$ cat src/rtl/rx_pkt_gen_rd_ctrl_if.sv
// rx_pkt_gen_rd_ctrl_if: DRAM port B read bus plus the framed RX stream toward the LMAC
interface rx_pkt_gen_rd_ctrl_if #(
  parameter int ADDR_WIDTH = 11,
  parameter int DATA_WIDTH = 256
);
  logic [ADDR_WIDTH-1:0] mem_addr_b;
  logic                  mem_en_b;
  logic                  mem_we_b;
  logic [DATA_WIDTH-1:0] mem_dout_b;
  logic [DATA_WIDTH-1:0] rx_data;
  logic                  rx_valid;
  logic                  rx_sop;
  logic                  rx_eop;
  logic [4:0]            rx_mod;
  logic                  rx_ready;
  modport master (
    output mem_addr_b, mem_en_b, mem_we_b, rx_data, rx_valid, rx_sop, rx_eop, rx_mod,
    input  mem_dout_b, rx_ready
  );
  modport slave (
    input  mem_addr_b, mem_en_b, mem_we_b, rx_data, rx_valid, rx_sop, rx_eop, rx_mod,
    output mem_dout_b, rx_ready
  );
endinterface

$ cat src/rtl/rx_pkt_gen_rd_ctrl.sv
// rx_pkt_gen_rd_ctrl: walks a packet list in DRAM port B and emits a framed 256-bit RX stream
// Build option RX_PKT_GEN_LOOP_EN: an end-of-list header reloads base_addr and the run continues until pkt_cnt is reached
module rx_pkt_gen_rd_ctrl #(
  parameter int ADDR_WIDTH    = 11,
  parameter int DATA_WIDTH    = 256,
  parameter int RD_LAT        = 2,
  parameter int FIFO_DEPTH    = 4,
  parameter int MAX_PKT_BYTES = 9600,
  parameter int IFG_CYCLES    = 3
) (
  input  logic                  clk,
  input  logic                  reset,
  input  logic                  start,
  input  logic [ADDR_WIDTH-1:0] base_addr,
  input  logic [15:0]           pkt_cnt,
  output logic                  busy,
  output logic                  done,
  output logic                  err_len,
  rx_pkt_gen_rd_ctrl_if.master  bus
);
`ifdef RX_PKT_GEN_LOOP_EN
  localparam bit LOOP_EN = 1'b1;
`else
  localparam bit LOOP_EN = 1'b0;
`endif
  localparam int PW = $clog2(FIFO_DEPTH);
  localparam int CW = $clog2(FIFO_DEPTH + 1);

  typedef enum logic [2:0] {IDLE, HDR_RD, HDR_WAIT, PAY, IFG, FIN} state_t;
  state_t state, state_nx;

  logic [ADDR_WIDTH-1:0] addr_q, base_q;
  logic [15:0]           cnt_q, sent_q, words_left, hdr_len;
  logic [4:0]            mod_q;
  logic                  first_q;
  logic [7:0]            ifg_q, in_flight;

  logic [RD_LAT-1:0]     p_vld, p_hdr, p_sop, p_eop;
  logic [4:0]            p_mod [RD_LAT];

  logic [DATA_WIDTH-1:0] f_data [FIFO_DEPTH];
  logic [4:0]            f_mod [FIFO_DEPTH];
  logic [FIFO_DEPTH-1:0] f_sop, f_eop;
  logic [PW-1:0]         wr_ptr, rd_ptr;
  logic [CW-1:0]         f_cnt;

  logic hdr_ret, push, pop, credit, drained, last_wd, ifg_done, pay_rd;

  // payload reads still travelling through the DRAM pipeline; headers never occupy FIFO space
  always_comb begin
    in_flight = '0;
    for (int i = 0; i < RD_LAT; i++) in_flight = in_flight + 8'(p_vld[i] & ~p_hdr[i]);
  end

  assign hdr_ret  = p_vld[RD_LAT-1] & p_hdr[RD_LAT-1];
  assign push     = p_vld[RD_LAT-1] & ~p_hdr[RD_LAT-1];
  assign hdr_len  = bus.mem_dout_b[15:0];
  assign credit   = (in_flight + 8'(f_cnt)) < 8'(FIFO_DEPTH);
  assign drained  = (in_flight == '0) && (f_cnt == '0);
  assign last_wd  = words_left == 16'd1;
  assign ifg_done = 32'(ifg_q) + 32'd1 >= 32'(IFG_CYCLES);
  assign pay_rd   = (state == PAY) && credit;

  assign busy            = state != IDLE;
  assign bus.mem_en_b    = (state == HDR_RD) || pay_rd;
  assign bus.mem_addr_b  = addr_q;
  assign bus.mem_we_b    = 1'b0;
  assign bus.rx_valid    = f_cnt != '0;
  assign pop             = bus.rx_valid & bus.rx_ready;
  assign bus.rx_data     = bus.rx_valid ? f_data[rd_ptr] : '0;
  assign bus.rx_sop      = bus.rx_valid & f_sop[rd_ptr];
  assign bus.rx_eop      = bus.rx_valid & f_eop[rd_ptr];
  assign bus.rx_mod      = bus.rx_valid ? f_mod[rd_ptr] : 5'd0;

  // state register
  always_ff @(posedge clk or posedge reset) begin
    if (reset) state <= IDLE;
    else state <= state_nx;
  end

  // next state: header fetch, credit-paced payload, inter-frame gap, drain and finish
  always_comb begin
    state_nx = state;
    case (state)
      IDLE:     state_nx = start ? HDR_RD : IDLE;
      HDR_RD:   state_nx = HDR_WAIT;
      HDR_WAIT: state_nx = !hdr_ret ? HDR_WAIT :
                           (hdr_len == '0) ? (LOOP_EN ? HDR_RD : FIN) :
                           (hdr_len > 16'(MAX_PKT_BYTES)) ? FIN : PAY;
      PAY:      state_nx = (pay_rd && last_wd) ? IFG : PAY;
      IFG:      state_nx = !(drained && ifg_done) ? IFG :
                           ((cnt_q != '0) && (sent_q == cnt_q)) ? FIN : HDR_RD;
      FIN:      state_nx = drained ? IDLE : FIN;
      default:  state_nx = IDLE;
    endcase
  end

  // run context: address walk, packet length, word and packet counters, sticky error, done pulse
  always_ff @(posedge clk or posedge reset) begin
    if (reset) begin
      addr_q     <= '0;
      base_q     <= '0;
      cnt_q      <= '0;
      sent_q     <= '0;
      words_left <= '0;
      mod_q      <= '0;
      first_q    <= 1'b0;
      ifg_q      <= '0;
      err_len    <= 1'b0;
      done       <= 1'b0;
    end else begin
      done  <= (state == FIN) && drained;
      ifg_q <= ((state == IFG) && drained) ? ifg_q + 8'd1 : 8'd0;
      if (bus.mem_en_b) addr_q <= addr_q + ADDR_WIDTH'(1);
      if ((state == IDLE) && start) begin
        addr_q  <= base_addr;
        base_q  <= base_addr;
        cnt_q   <= pkt_cnt;
        sent_q  <= '0;
        err_len <= 1'b0;
      end
      if ((state == HDR_WAIT) && hdr_ret) begin
        words_left <= 16'((17'(hdr_len) + 17'd31) >> 5);
        mod_q      <= hdr_len[4:0];
        first_q    <= 1'b1;
        if (hdr_len > 16'(MAX_PKT_BYTES)) err_len <= 1'b1;
        if (LOOP_EN && (hdr_len == '0)) addr_q <= base_q;
      end
      if (pay_rd) begin
        words_left <= words_left - 16'd1;
        first_q    <= 1'b0;
        if (last_wd) sent_q <= sent_q + 16'd1;
      end
    end
  end

  // read-tag pipeline matched to the DRAM latency; a word returns when its tag reaches the last stage
  always_ff @(posedge clk or posedge reset) begin
    if (reset) begin
      p_vld <= '0;
      p_hdr <= '0;
      p_sop <= '0;
      p_eop <= '0;
      for (int i = 0; i < RD_LAT; i++) p_mod[i] <= '0;
    end else begin
      p_vld[0] <= bus.mem_en_b;
      p_hdr[0] <= state == HDR_RD;
      p_sop[0] <= first_q;
      p_eop[0] <= last_wd;
      p_mod[0] <= last_wd ? mod_q : 5'd0;
      for (int i = 1; i < RD_LAT; i++) begin
        p_vld[i] <= p_vld[i-1];
        p_hdr[i] <= p_hdr[i-1];
        p_sop[i] <= p_sop[i-1];
        p_eop[i] <= p_eop[i-1];
        p_mod[i] <= p_mod[i-1];
      end
    end
  end

  // output FIFO pointers and fill; reset flushes it so rx_valid drops immediately
  always_ff @(posedge clk or posedge reset) begin
    if (reset) begin
      wr_ptr <= '0;
      rd_ptr <= '0;
      f_cnt  <= '0;
    end else begin
      if (push) wr_ptr <= (wr_ptr == PW'(FIFO_DEPTH - 1)) ? '0 : wr_ptr + PW'(1);
      if (pop) rd_ptr <= (rd_ptr == PW'(FIFO_DEPTH - 1)) ? '0 : rd_ptr + PW'(1);
      f_cnt <= f_cnt + CW'(push) - CW'(pop);
    end
  end

  // FIFO storage; every returned payload word is accepted since the credit rule bounds the fill
  always_ff @(posedge clk) begin
    if (push) begin
      f_data[wr_ptr] <= bus.mem_dout_b;
      f_sop[wr_ptr]  <= p_sop[RD_LAT-1];
      f_eop[wr_ptr]  <= p_eop[RD_LAT-1];
      f_mod[wr_ptr]  <= p_mod[RD_LAT-1];
    end
  end
endmodule

$ cat src/flat_wrapper.sv
// flat-port wrapper written by rule: the top's interface ports become plain ports
module rx_pkt_gen_rd_ctrl_flat 
#(
  parameter int ADDR_WIDTH    = 11,
  parameter int DATA_WIDTH    = 256,
  parameter int RD_LAT        = 2,
  parameter int FIFO_DEPTH    = 4,
  parameter int MAX_PKT_BYTES = 9600,
  parameter int IFG_CYCLES    = 3
)
  (clk, reset, start, base_addr, pkt_cnt, busy, done, err_len, bus_mem_addr_b, bus_mem_en_b, bus_mem_we_b, bus_rx_data, bus_rx_valid, bus_rx_sop, bus_rx_eop, bus_rx_mod, bus_mem_dout_b, bus_rx_ready);
  rx_pkt_gen_rd_ctrl_if #(.ADDR_WIDTH(ADDR_WIDTH), .DATA_WIDTH(DATA_WIDTH)) bus_i ();
  input  logic clk;
  input  logic reset;
  input  logic start;
  input  logic [ADDR_WIDTH-1:0] base_addr;
  input  logic [15:0] pkt_cnt;
  output logic busy;
  output logic done;
  output logic err_len;
  output wire logic [$bits(bus_i.mem_addr_b)-1:0] bus_mem_addr_b;
  output wire logic [$bits(bus_i.mem_en_b)-1:0] bus_mem_en_b;
  output wire logic [$bits(bus_i.mem_we_b)-1:0] bus_mem_we_b;
  output wire logic [$bits(bus_i.rx_data)-1:0] bus_rx_data;
  output wire logic [$bits(bus_i.rx_valid)-1:0] bus_rx_valid;
  output wire logic [$bits(bus_i.rx_sop)-1:0] bus_rx_sop;
  output wire logic [$bits(bus_i.rx_eop)-1:0] bus_rx_eop;
  output wire logic [$bits(bus_i.rx_mod)-1:0] bus_rx_mod;
  input wire logic [$bits(bus_i.mem_dout_b)-1:0] bus_mem_dout_b;
  input wire logic [$bits(bus_i.rx_ready)-1:0] bus_rx_ready;
  assign bus_mem_addr_b = bus_i.mem_addr_b;
  assign bus_mem_en_b = bus_i.mem_en_b;
  assign bus_mem_we_b = bus_i.mem_we_b;
  assign bus_rx_data = bus_i.rx_data;
  assign bus_rx_valid = bus_i.rx_valid;
  assign bus_rx_sop = bus_i.rx_sop;
  assign bus_rx_eop = bus_i.rx_eop;
  assign bus_rx_mod = bus_i.rx_mod;
  assign bus_i.mem_dout_b = bus_mem_dout_b;
  assign bus_i.rx_ready = bus_rx_ready;
  rx_pkt_gen_rd_ctrl #(.ADDR_WIDTH(ADDR_WIDTH), .DATA_WIDTH(DATA_WIDTH), .RD_LAT(RD_LAT), .FIFO_DEPTH(FIFO_DEPTH), .MAX_PKT_BYTES(MAX_PKT_BYTES), .IFG_CYCLES(IFG_CYCLES)) u_core (.clk(clk), .reset(reset), .start(start), .base_addr(base_addr), .pkt_cnt(pkt_cnt), .busy(busy), .done(done), .err_len(err_len), .bus(bus_i));
endmodule
$ cat config.mk
export PLATFORM = sky130hd
export DESIGN_NAME = rx_pkt_gen_rd_ctrl_flat
export DESIGN_NICKNAME = d
export VERILOG_FILES = /design/src/rtl/rx_pkt_gen_rd_ctrl_if.sv /design/src/rtl/rx_pkt_gen_rd_ctrl.sv /design/src/flat_wrapper.sv
export SDC_FILE = /design/constraint.sdc
export NUM_CORES = 1
export LEC_CHECK = 0
export CAP_MARGIN = 20
export CORE_MARGIN = 2
export CORE_UTILIZATION = 35
export CTS_CLUSTER_DIAMETER = 100
export CTS_CLUSTER_SIZE = 40
export DETAILED_ROUTE_END_ITERATION = 16
export DONT_BUFFER_PORTS = 1
export SLEW_MARGIN = 20
export SYNTH_ARGS = -nofsm -noshare
export SYNTH_HDL_FRONTEND = slang
export SYNTH_SLANG_ARGS = --single-unit
export TNS_END_PERCENT = 10
$ cat constraint.sdc
create_clock -name clk -period 19.05 [get_ports clk]
set_input_delay 0.9525 -clock clk [delete_from_list [all_inputs] [get_ports clk]]
set_output_delay 0.9525 -clock clk [all_outputs]
set_load 0.005 [all_outputs]
==> results of run 1 <==
-- critical path, stage by stage (launching register included) --
cell and delay, ns:
dfrtp_4 0.84, buf_6 0.66, buf_4 0.78, mux4_2 0.63, and2_1 0.20
-- cells in the mapped netlist (14+ instances only) --
cell      instances  area share (%)
edfxtp_1       1052              71
and2_1          275             3.8
mux4_2          263              13
nand2_1         116            0.97
dfrtp_1         103             5.8
clkbuf_1         64            0.54
buf_1            42            0.35
nor2_1           32            0.27
o21ai_0          26            0.29
nand3_1          24            0.27
xnor2_1          24            0.47
xor2_1           23            0.45
inv_1            18            0.15
ha_1             16            0.45
nor4_1           14            0.20
-- per-layer routing --
layer | up-vias | wire (µm) | global-route usage [%]
met1 | 10530 | 35400 | 16.39
met5 | - | 0 | 0
met2 | 580 | 48070 | 24.37
met3 | 117 | 7571 | 4.651
met4 | 0 | 3419 | 4.869
li1 | 8615 | - | -
-- how the worst max path moves through the flow --
stage,endpoint,slack [ns],from,cells past startpoint
2_1_floorplan,u_core.f_data[3][0]$_DFFE_PP_,11.65,u_core.p_hdr[1]$_DFF_PP0_,3
3_3_place_gp,bus_rx_data[185],14.45,u_core.rd_ptr[0]$_DFFE_PP0P_,4
3_5_place_dp,bus_rx_data[185],14.37,u_core.rd_ptr[0]$_DFFE_PP0P_,4
4_1_cts,bus_rx_data[185],13.62,u_core.rd_ptr[0]$_DFFE_PP0P_,4
5_1_grt,bus_rx_data[185],13.75,u_core.rd_ptr[0]$_DFFE_PP0P_,4
6_report,bus_rx_data[185],14.18,u_core.rd_ptr[0]$_DFFE_PP0P_,4
-- power breakdown --
part	switching, mW	total, mW	internal, mW
registers	0.164	3.29	3.13
clock network	0.805	1.32	0.517
logic	1.05	1.90	0.845
total	2.02	6.51	4.49
-- state kept, by name, summed over array words and instances (netlist names), 3 cells and up --
signal                 count
u_core.mod_q               5
u_core.f_eop               4
u_core.state               3
u_core.words_left         16
u_core.cnt_q              16
u_core.f_sop               4
u_core.f_mod              20
u_core.p_mod              10
u_core.f_data           1024
u_core.f_cnt               3
u_core.ifg_q               8
u_core.sent_q             16
u_core.bus.mem_addr_b     11
-- final cells by class --
cell class,count,area (µm²)
Clock buffer,46,1130
Clock inverter,27,510.5
Multi-Input combinational cell,933,10090
Timing Repair Buffer,25,337.8
Fill cell,11386,78790
Sequential cell,1155,34180
Tap cell,1662,2079
Inverter,18,75.07
-- cells by family (layout without fill, tap and decap cells) --
family | count (synthesis) | after routing | share of synthesized area, %
AO/OA/AOI/OAI | 75 | 75 | 1.127
other | 1 | 1 | 0.008380
XOR/XNOR | 47 | 47 | 0.9199
adder cells (fa/ha/maj) | 17 | 17 | 0.4921
AND/OR/NAND/NOR | 519 | 519 | 6.489
buffers and inverters | 128 | 116 | 1.118
multiplexers | 274 | 274 | 13.49
flip-flops | 1155 | 1155 | 76.35
-- metrics by stage --
step           hold WS [ns]  setup WS, ns  std cells
2_1_floorplan        0.3312         11.65       2216
3_3_place_gp         0.3379         14.45       3789
3_5_place_dp         0.3418         14.37       3789
4_1_cts              0.1447         13.62       3862
5_1_grt              0.1698         13.75       3866
6_report             0.1832         14.18       3866
==> metrics.md, run 1 <==
| Metric | Value |
|---|---|
| Status | finished, final reports clean |
| Final antenna-violating net count | 0 |
| DR vias/cell | 5.132 |
| Longest Clk Path Bufs | 3 |
| CP Data Arrival Time | 3.92 ns |
| Die Y-Extent | 361.6 µm |
| Overall Power | 6.510 mW |
| Drt wl/cell | 24.43 µm |
| Starting DRT DRC Count | 1745 |
| Synth Instances | 2216 |
| Synth cell types | 61 |
| Die width | 361.6 µm |
| Num rows | 131 |
| Worst-skew pair later-pin latency | 0.68 ns |
| Most frequent cells in the layout | 1052 x edfxtp_1, 271 x and2_1, 263 x mux4_2 |
| Core area | 127200 µm² |
| Mapped Area | 44750 µm² |
| Worst slew margin | 25.68% |
| R2r worst-path depth | 12 |
| Critical path launch point type | flip-flop |
| Die area | 130700 µm² |
| Setup Skew | 0.06966 ns |
| Pwr dens | 134.5 nW/µm² |
| CTS Buf Count | 44 |
| Avg Inst Size Synth | 20.19 µm² |
| # setup viols final | 0 |
| Sequential cell area fraction in the yosys report | 76.35% |
| Tightest Hold Check Type | in2async |
| Max-cap violations | 0 |
| Share of post-route cells with drive strength above 1 | 17.15% |
| Final Hold Viols | 0 |
| Initial antenna violation count | 3 |
| Min cycle time layout | 4.870 ns |
| Element type at the critical path end | primary output |
| Reg clk slew, reported paths | 0.14 ns |
| HPWL Detailed | 58.15 mm |
| Max VDD drop | 0.1474 mV |
| Pins Over Slew Limit | 0 |
| LEAKAGE | 15.09 nW |
| Synth warn | 0 |
| RePlAce Congestion | 0.7653 |
| Largest net degree at the start of global routing | 175 |
| R2R Path Start | u_core.f_cnt[1]$_DFF_PP0_ |
| Initial Util | 35.18% |
| Seq cells post-synth | 1155 |
| Post-CTS setup buffers | 0 |
| Fin util | 38.05% |
| GRT Util Overall | 14.08% |
| Post-Place Cell Area | 46640 µm² |
| CTS resizes | 0 |
| Setup Crit Path Kind | reg2out |
| Fin Setup TNS | 0 ns |
| Final WL | 94.46 mm |
| DR DRC count | 0 |
| Cts hold-fix bufs | 0 |
| Io pins | 567 |
| Final instance area | 48400 µm² |
| CTS Root Cell | clkbuf_16 |
| Worst-Margin Slew | 1.115 ns |
| RSZ-0062 raised after global routing | false |
| NumNets Final | 2481 |
| Layout area overhead | 8.156% |
| Syn nets | 2520 |
| Antenna Cells | 0 |
| Number of global-route vias before repair | 20933 |
| Post-synth EDFFs | 1052 |
| Async SR Flop Fraction | 8.918% |
| Achievable clock frequency | 205.3 MHz |
| Total grt overflow | 0 |
| Drt pass-1 iters | 5 |
| FF-to-FF End | u_core.f_cnt[2]$_DFF_PP0_ |
| Sinks on Clock Net | 1155 |
| H-tree depth | 2 |
| Main synth FF type | edfxtp_1 |
| Fin crit share | 25.56% |
| Port buffer count | 0 |
| Crit path max fanout | 48 |
| First-pass GRT wire length | 139.0 mm |
| WP data required | 18.10 ns |
| Reg-to-reg slack, setup | 15.19 ns |
| Total number of vias | 19842 |
| CTS tree | built |
| Commonest non-fill, non-tap cell in the layout | edfxtp_1 |
Note: power is estimated with default switching activity, not from simulation.
==> run 2, diff against run 1 <==
Clock period 19.05 ns to 4.4 ns, I/O delays scaled along.
==> metrics.md, run 2 (synthesis results as in run 1) <==
| Metric | Value |
|---|---|
| CTS Buf Count | 41 |
| Sinks on Clock Net | 1155 |
| Internal | 19.45 mW |
| DR vias/cell | 5.153 |
| FILL cells | 11166 |
| Pwr dens | 551.5 nW/µm² |
| Initial antenna violation count | 10 |
| Total grt overflow | 0 |
| Reg-to-reg slack, setup | 1.05 ns |
| Max-cap violations | 0 |
| DR DRC count | 0 |
| CTS Root Cell | clkbuf_16 |
| Tightest Hold Check Type | in2async |
| Final Hold Viols | 0 |
| Max VDD drop | 0.4842 mV |
| Min cycle time layout | 3.346 ns |
| Worst slew margin | 32.46% |
| NumNets Final | 2816 |
| Drt wl/cell | 23.81 µm |
| Die Y-Extent | 361.6 µm |
| Longest Clk Path Bufs | 3 |
| Pins Over Slew Limit | 0 |
| Most frequent cells in the layout | 1052 x edfxtp_1, 286 x dlygate4sd3_1, 271 x and2_1 |
| Layout area overhead | 15.14% |
| Worst-Margin Slew | 0.9876 ns |
| R2R Path Start | u_core.p_hdr[1]$_DFF_PP0_ |
| Dpl ws | 1.073 ns |
| Die area | 130700 µm² |
| Final instance area | 51520 µm² |
| Starting DRT DRC Count | 1863 |
| Final WL | 100.1 mm |
| Cts hold-fix bufs | 286 |
| GRT Util Overall | 14.84% |
| Worst setup path startpoint | u_core.p_hdr[1]$_DFF_PP0_ |
| Reg clk slew, reported paths | 0.14 ns |
| Clock network fraction of total power | 18.7% |
| RePlAce Congestion | 0.7754 |
| H-tree depth | 2 |
| Num rows | 131 |
| Number of flip-flops in the largest register | 1024 |
| Core area | 127200 µm² |
| R2r worst-path depth | 9 |
| Worst-skew pair later-pin latency | 0.65 ns |
| CTS tree | built |
| Status | finished, final reports clean |
| Number of global-route vias before repair | 22594 |
| RSZ-0062 raised after global routing | false |
| Final antenna-violating net count | 0 |
| Share of post-route cells with drive strength above 1 | 16.56% |
| Port buffer count | 0 |
| Post-CTS setup buffers | 0 |
| HPWL Detailed | 64.01 mm |
| First-pass GRT wire length | 147.3 mm |
| Largest net degree at the start of global routing | 128 |
| Post-Layout Cell Count | 4203 |
| Die width | 361.6 µm |
| Setup Crit Path Kind | reg2reg |
| # setup viols final | 0 |
| Commonest non-fill, non-tap cell in the layout | edfxtp_1 |
| Fin Setup TNS | 0 ns |
| Total number of vias | 21660 |
| CTS resizes | 0 |
| Drt pass-1 iters | 6 |
| Final setup margin | 1.054 ns |
| LEAKAGE | 16.48 nW |
| Switching part of the total | 31.54% |
| Initial Util | 35.18% |
| Fin crit share | 76.05% |
| Element type at the critical path end | flip-flop |
| Logic pwr share | 31.1% |
| Largest Register | u_core.f_data |
| Largest registers | u_core.f_data: 1024 flops, u_core.f_mod: 20 flops |
| CP Data Arrival Time | 3.88 ns |
| Crit path to | u_core.sent_q[11]$_DFF_PP0_ |
| Cells after DPL | 3845 |
| Sequential Power Share | 50.2% |
| Setup Skew | 0.04354 ns |
| WP data required | 4.94 ns |
| FF-to-FF End | u_core.sent_q[11]$_DFF_PP0_ |
| Net Sw Power | 8.963 mW |
| Crit path max fanout | 13 |
| Io pins | 567 |
| Achievable clock frequency | 298.9 MHz |
| Post-Place Cell Area | 47230 µm² |
| Critical path launch point type | flip-flop |
run 2: cell count changes in the layout (fill, tap and decap cells not counted), moves of 3 or more:
cell           change
dlygate4sd3_1    +286
clkinv_16          -4
clkbuf_1           +3
buf_16             -3
buf_4             +45
clkbuf_16          -4
diode_2            +5
buf_12            +12
run 2: how the worst min path moves through the flow:
stage | endpoint | slack (ns) | cells past startpoint
floorplan | u_core.f_data[0][0]$_DFFE_PP_ | 0.32 | 0
global placement | u_core.ifg_q[0]$_DFF_PP0_ | 0.16 | 1
detailed placement | u_core.ifg_q[3]$_DFF_PP0_ | 0.16 | 1
CTS | u_core.state[2]$_DFF_PP0_ | 0.005 | 4
global route | u_core.state[2]$_DFF_PP0_ | 0.02 | 4
finish | u_core.ifg_q[0]$_DFF_PP0_ | 0.06 | 2
run 2: power groups by stage:
| stage | Combinational, mW | Clock, mW | Sequential (mW) |
|---|---|---|---|
| 6_report | 8.83 | 5.32 | 14.3 |
| 5_1_grt | 9.56 | 5.85 | 14.4 |
| 4_1_cts | 9.08 | 5.51 | 14.3 |
| 3_5_place_dp | 8.73 | 0 | 14.5 |
| 3_3_place_gp | 8.67 | 0 | 14.4 |
| 2_1_floorplan | 6.22 | 0 | 14.3 |
run 2: worst max-delay path, cell delays in order, from the launching register on:
cell      delay, ns
dfrtp_1        0.43
nor2b_1        0.49
inv_1          0.12
ha_1           0.31
a311o_1        0.45
nor2_8         0.25
nand4_1        0.14
or4_1          0.68
o211ai_1       0.23
o31ai_1        0.12
run 2: final cells by class:
cell class	count	area, µm²	share of cell area (%)
diodes	5	12.51	0.02428
flip-flops and latches	1155	34180	66.33
multi-input cells	933	10090	19.59
clock buffers	45	1041	2.020
well taps	1662	2079	4.036
clock inverters	22	375.4	0.7285
repair buffers	363	3674	7.130
inverters	18	75.07	0.1457
run 2: stage by stage:
| step | total power [mW] | utilization, % | hold WS (ns) |
|---|---|---|---|
| floorplan | 20.52 | - | 0.3189 |
| global placement | 23.10 | 37.11 | 0.1551 |
| detailed placement | 23.27 | 37.14 | 0.1622 |
| CTS | 28.88 | 40.50 | 0.005048 |
| global route | 29.82 | 40.51 | 0.02496 |
| finish | 28.42 | 40.51 | 0.05916 |
run 2: metal layers:
metal	GRT usage, %	vias to the layer above	part of all wire, %
met1	18.38	11569	39
met2	26.45	674	52
met5	0	-	0.080
met3	3.508	104	6.6
met4	3.047	12	1.8
li1	-	9301	-
==> run 3, diff against run 2 <==
Clock period 4.4 ns to 3.2 ns, I/O delays scaled along.
==> metrics.md, run 3 (synthesis results as in run 1) <==
| Metric | Value |
|---|---|
| Status | finished, final reports clean |
| Logic pwr share | 31.7% |
| Setup Skew | 0.04976 ns |
| WP data required | 3.74 ns |
| Pwr dens | 757.3 nW/µm² |
| Io pins | 567 |
| Pins Over Slew Limit | 0 |
| Post-Place Cell Area | 47370 µm² |
| Starting DRT DRC Count | 1845 |
| Worst hold slack | 0.07873 ns |
| Overall Power | 39.11 mW |
| Final setup margin | 0.2563 ns |
| Final instance area | 51640 µm² |
| Total grt overflow | 0 |
| Longest Clk Path Bufs | 3 |
| First-pass GRT wire length | 146.0 mm |
| Die Y-Extent | 361.6 µm |
| Die width | 361.6 µm |
| Max VDD drop | 0.6021 mV |
| # setup viols final | 0 |
| Total number of vias | 21582 |
| Largest Register | u_core.f_data |
| Dpl ws | 0.2713 ns |
| Number of global-route vias before repair | 22597 |
| Cells after DPL | 3843 |
| Port buffer count | 0 |
| Fin crit share | 91.99% |
| Most frequent cells in the layout | 1052 x edfxtp_1, 285 x dlygate4sd3_1, 271 x and2_1 |
| Initial antenna violation count | 9 |
| Number of flip-flops in the largest register | 1024 |
| Tightest Hold Check Type | in2reg |
| Commonest non-fill, non-tap cell in the layout | edfxtp_1 |
| Sinks on Clock Net | 1155 |
| Largest registers | u_core.f_data: 1024 flops, u_core.f_mod: 20 flops |
| Worst-skew pair later-pin latency | 0.66 ns |
| Largest net degree at the start of global routing | 127 |
| Layout area overhead | 15.40% |
| Die area | 130700 µm² |
| Clock network fraction of total power | 18.6% |
| Final Hold Viols | 0 |
| Net Sw Power | 12.26 mW |
| Critical path launch point type | flip-flop |
| Fin Setup TNS | 0 ns |
| Final WL | 98.47 mm |
| Achievable clock frequency | 339.7 MHz |
| Worst-Margin Slew | 1.023 ns |
| Sequential Power Share | 49.7% |
| Element type at the critical path end | flip-flop |
| Min cycle time layout | 2.944 ns |
| Area of the multi-input gates | 10090 µm² |
| RePlAce Congestion | 0.7934 |
| Share of post-route cells with drive strength above 1 | 16.47% |
| CTS resizes | 0 |
| DR vias/cell | 5.142 |
| RSZ-0062 raised after global routing | false |
| Fin util | 40.60% |
| Final antenna-violating net count | 0 |
| DR DRC count | 0 |
| Max-cap violations | 0 |
| CTS tree | built |
| Reg clk slew, reported paths | 0.13 ns |
| Post-Layout Cell Count | 4197 |
| Switching part of the total | 31.34% |
| Crit path max fanout | 8 |
| NumNets Final | 2812 |
| Initial Util | 35.18% |
| CTS Buf Count | 40 |
| Setup Crit Path Kind | reg2reg |
| Drt pass-1 iters | 5 |
| H-tree depth | 2 |
| Num rows | 131 |
| GRT Util Overall | 14.61% |
| Internal | 26.85 mW |
| FILL cells | 11170 |
| Worst slew margin | 31.65% |
| LEAKAGE | 16.49 nW |
| CP Data Arrival Time | 3.48 ns |
| Post-CTS setup buffers | 0 |
| HPWL Detailed | 63.57 mm |
| Drt wl/cell | 23.46 µm |
| Storage cell area | 34180 µm² |
| CTS Root Cell | clkbuf_16 |
| Core area | 127200 µm² |
-- run 3: power groups by stage --
stage / combinational (mW) / sequential [mW] / clock, mW
5_1_grt: 13.4 / 19.6 / 7.99
6_report: 12.4 / 19.4 / 7.28
3_5_place_dp: 12.3 / 19.8 / 0
4_1_cts: 12.8 / 19.4 / 7.56
2_1_floorplan: 8.56 / 19.7 / 0
3_3_place_gp: 12.2 / 19.7 / 0
-- run 3: final timing paths --
kind,cells past startpoint,slack (ns),start,endpoint
worst max register to register,9,0.26,u_core.p_hdr[1]$_DFF_PP0_,u_core.sent_q[9]$_DFF_PP0_
worst max-delay path,9,0.26,u_core.p_hdr[1]$_DFF_PP0_,u_core.sent_q[9]$_DFF_PP0_
worst min register to register,0,0.36,u_core.p_mod[6]$_DFF_PP0_,u_core.p_mod[1]$_DFF_PP0_
min in group asynchronous,2,0.13,reset,u_core.wr_ptr[0]$_DFFE_PP0P_
max in group asynchronous,3,2.23,reset,u_core.cnt_q[6]$_DFFE_PP0P_
worst min-delay path,2,0.08,start,u_core.sent_q[5]$_DFF_PP0_
-- run 3: repair_timing --
action,in CTS,in global routing
setup endpoints to repair,0,0
endpoints found under the hold margin,1130,0
hold buffers,285,0
-- run 3: cell type report --
class,instances,area share [%]
flip-flops and latches,1155,66.18
clock buffers,47,2.071
multi-input cells,933,19.54
diodes,3,0.01454
repair buffers,360,7.365
inverters,18,0.1454
clock inverters,19,0.6590
well taps,1662,4.027
-- run 3: routing by layer --
metal	wire length, µm	vias up	global-route usage [%]
met5	76	-	0
met4	1926	12	3.292
met3	6278	103	3.365
met2	51400	646	25.98
met1	38780	11533	18.10
li1	-	9288	-
-- run 3: critical path, cell delays in order, from the launching register on --
cell      delay, ns
dfrtp_1        0.42
nor2b_1        0.20
inv_1          0.09
ha_1           0.29
a311o_1        0.46
nor2_8         0.18
nand4_1        0.14
or4_1          0.70
o211ai_1       0.25
o31ai_1        0.11
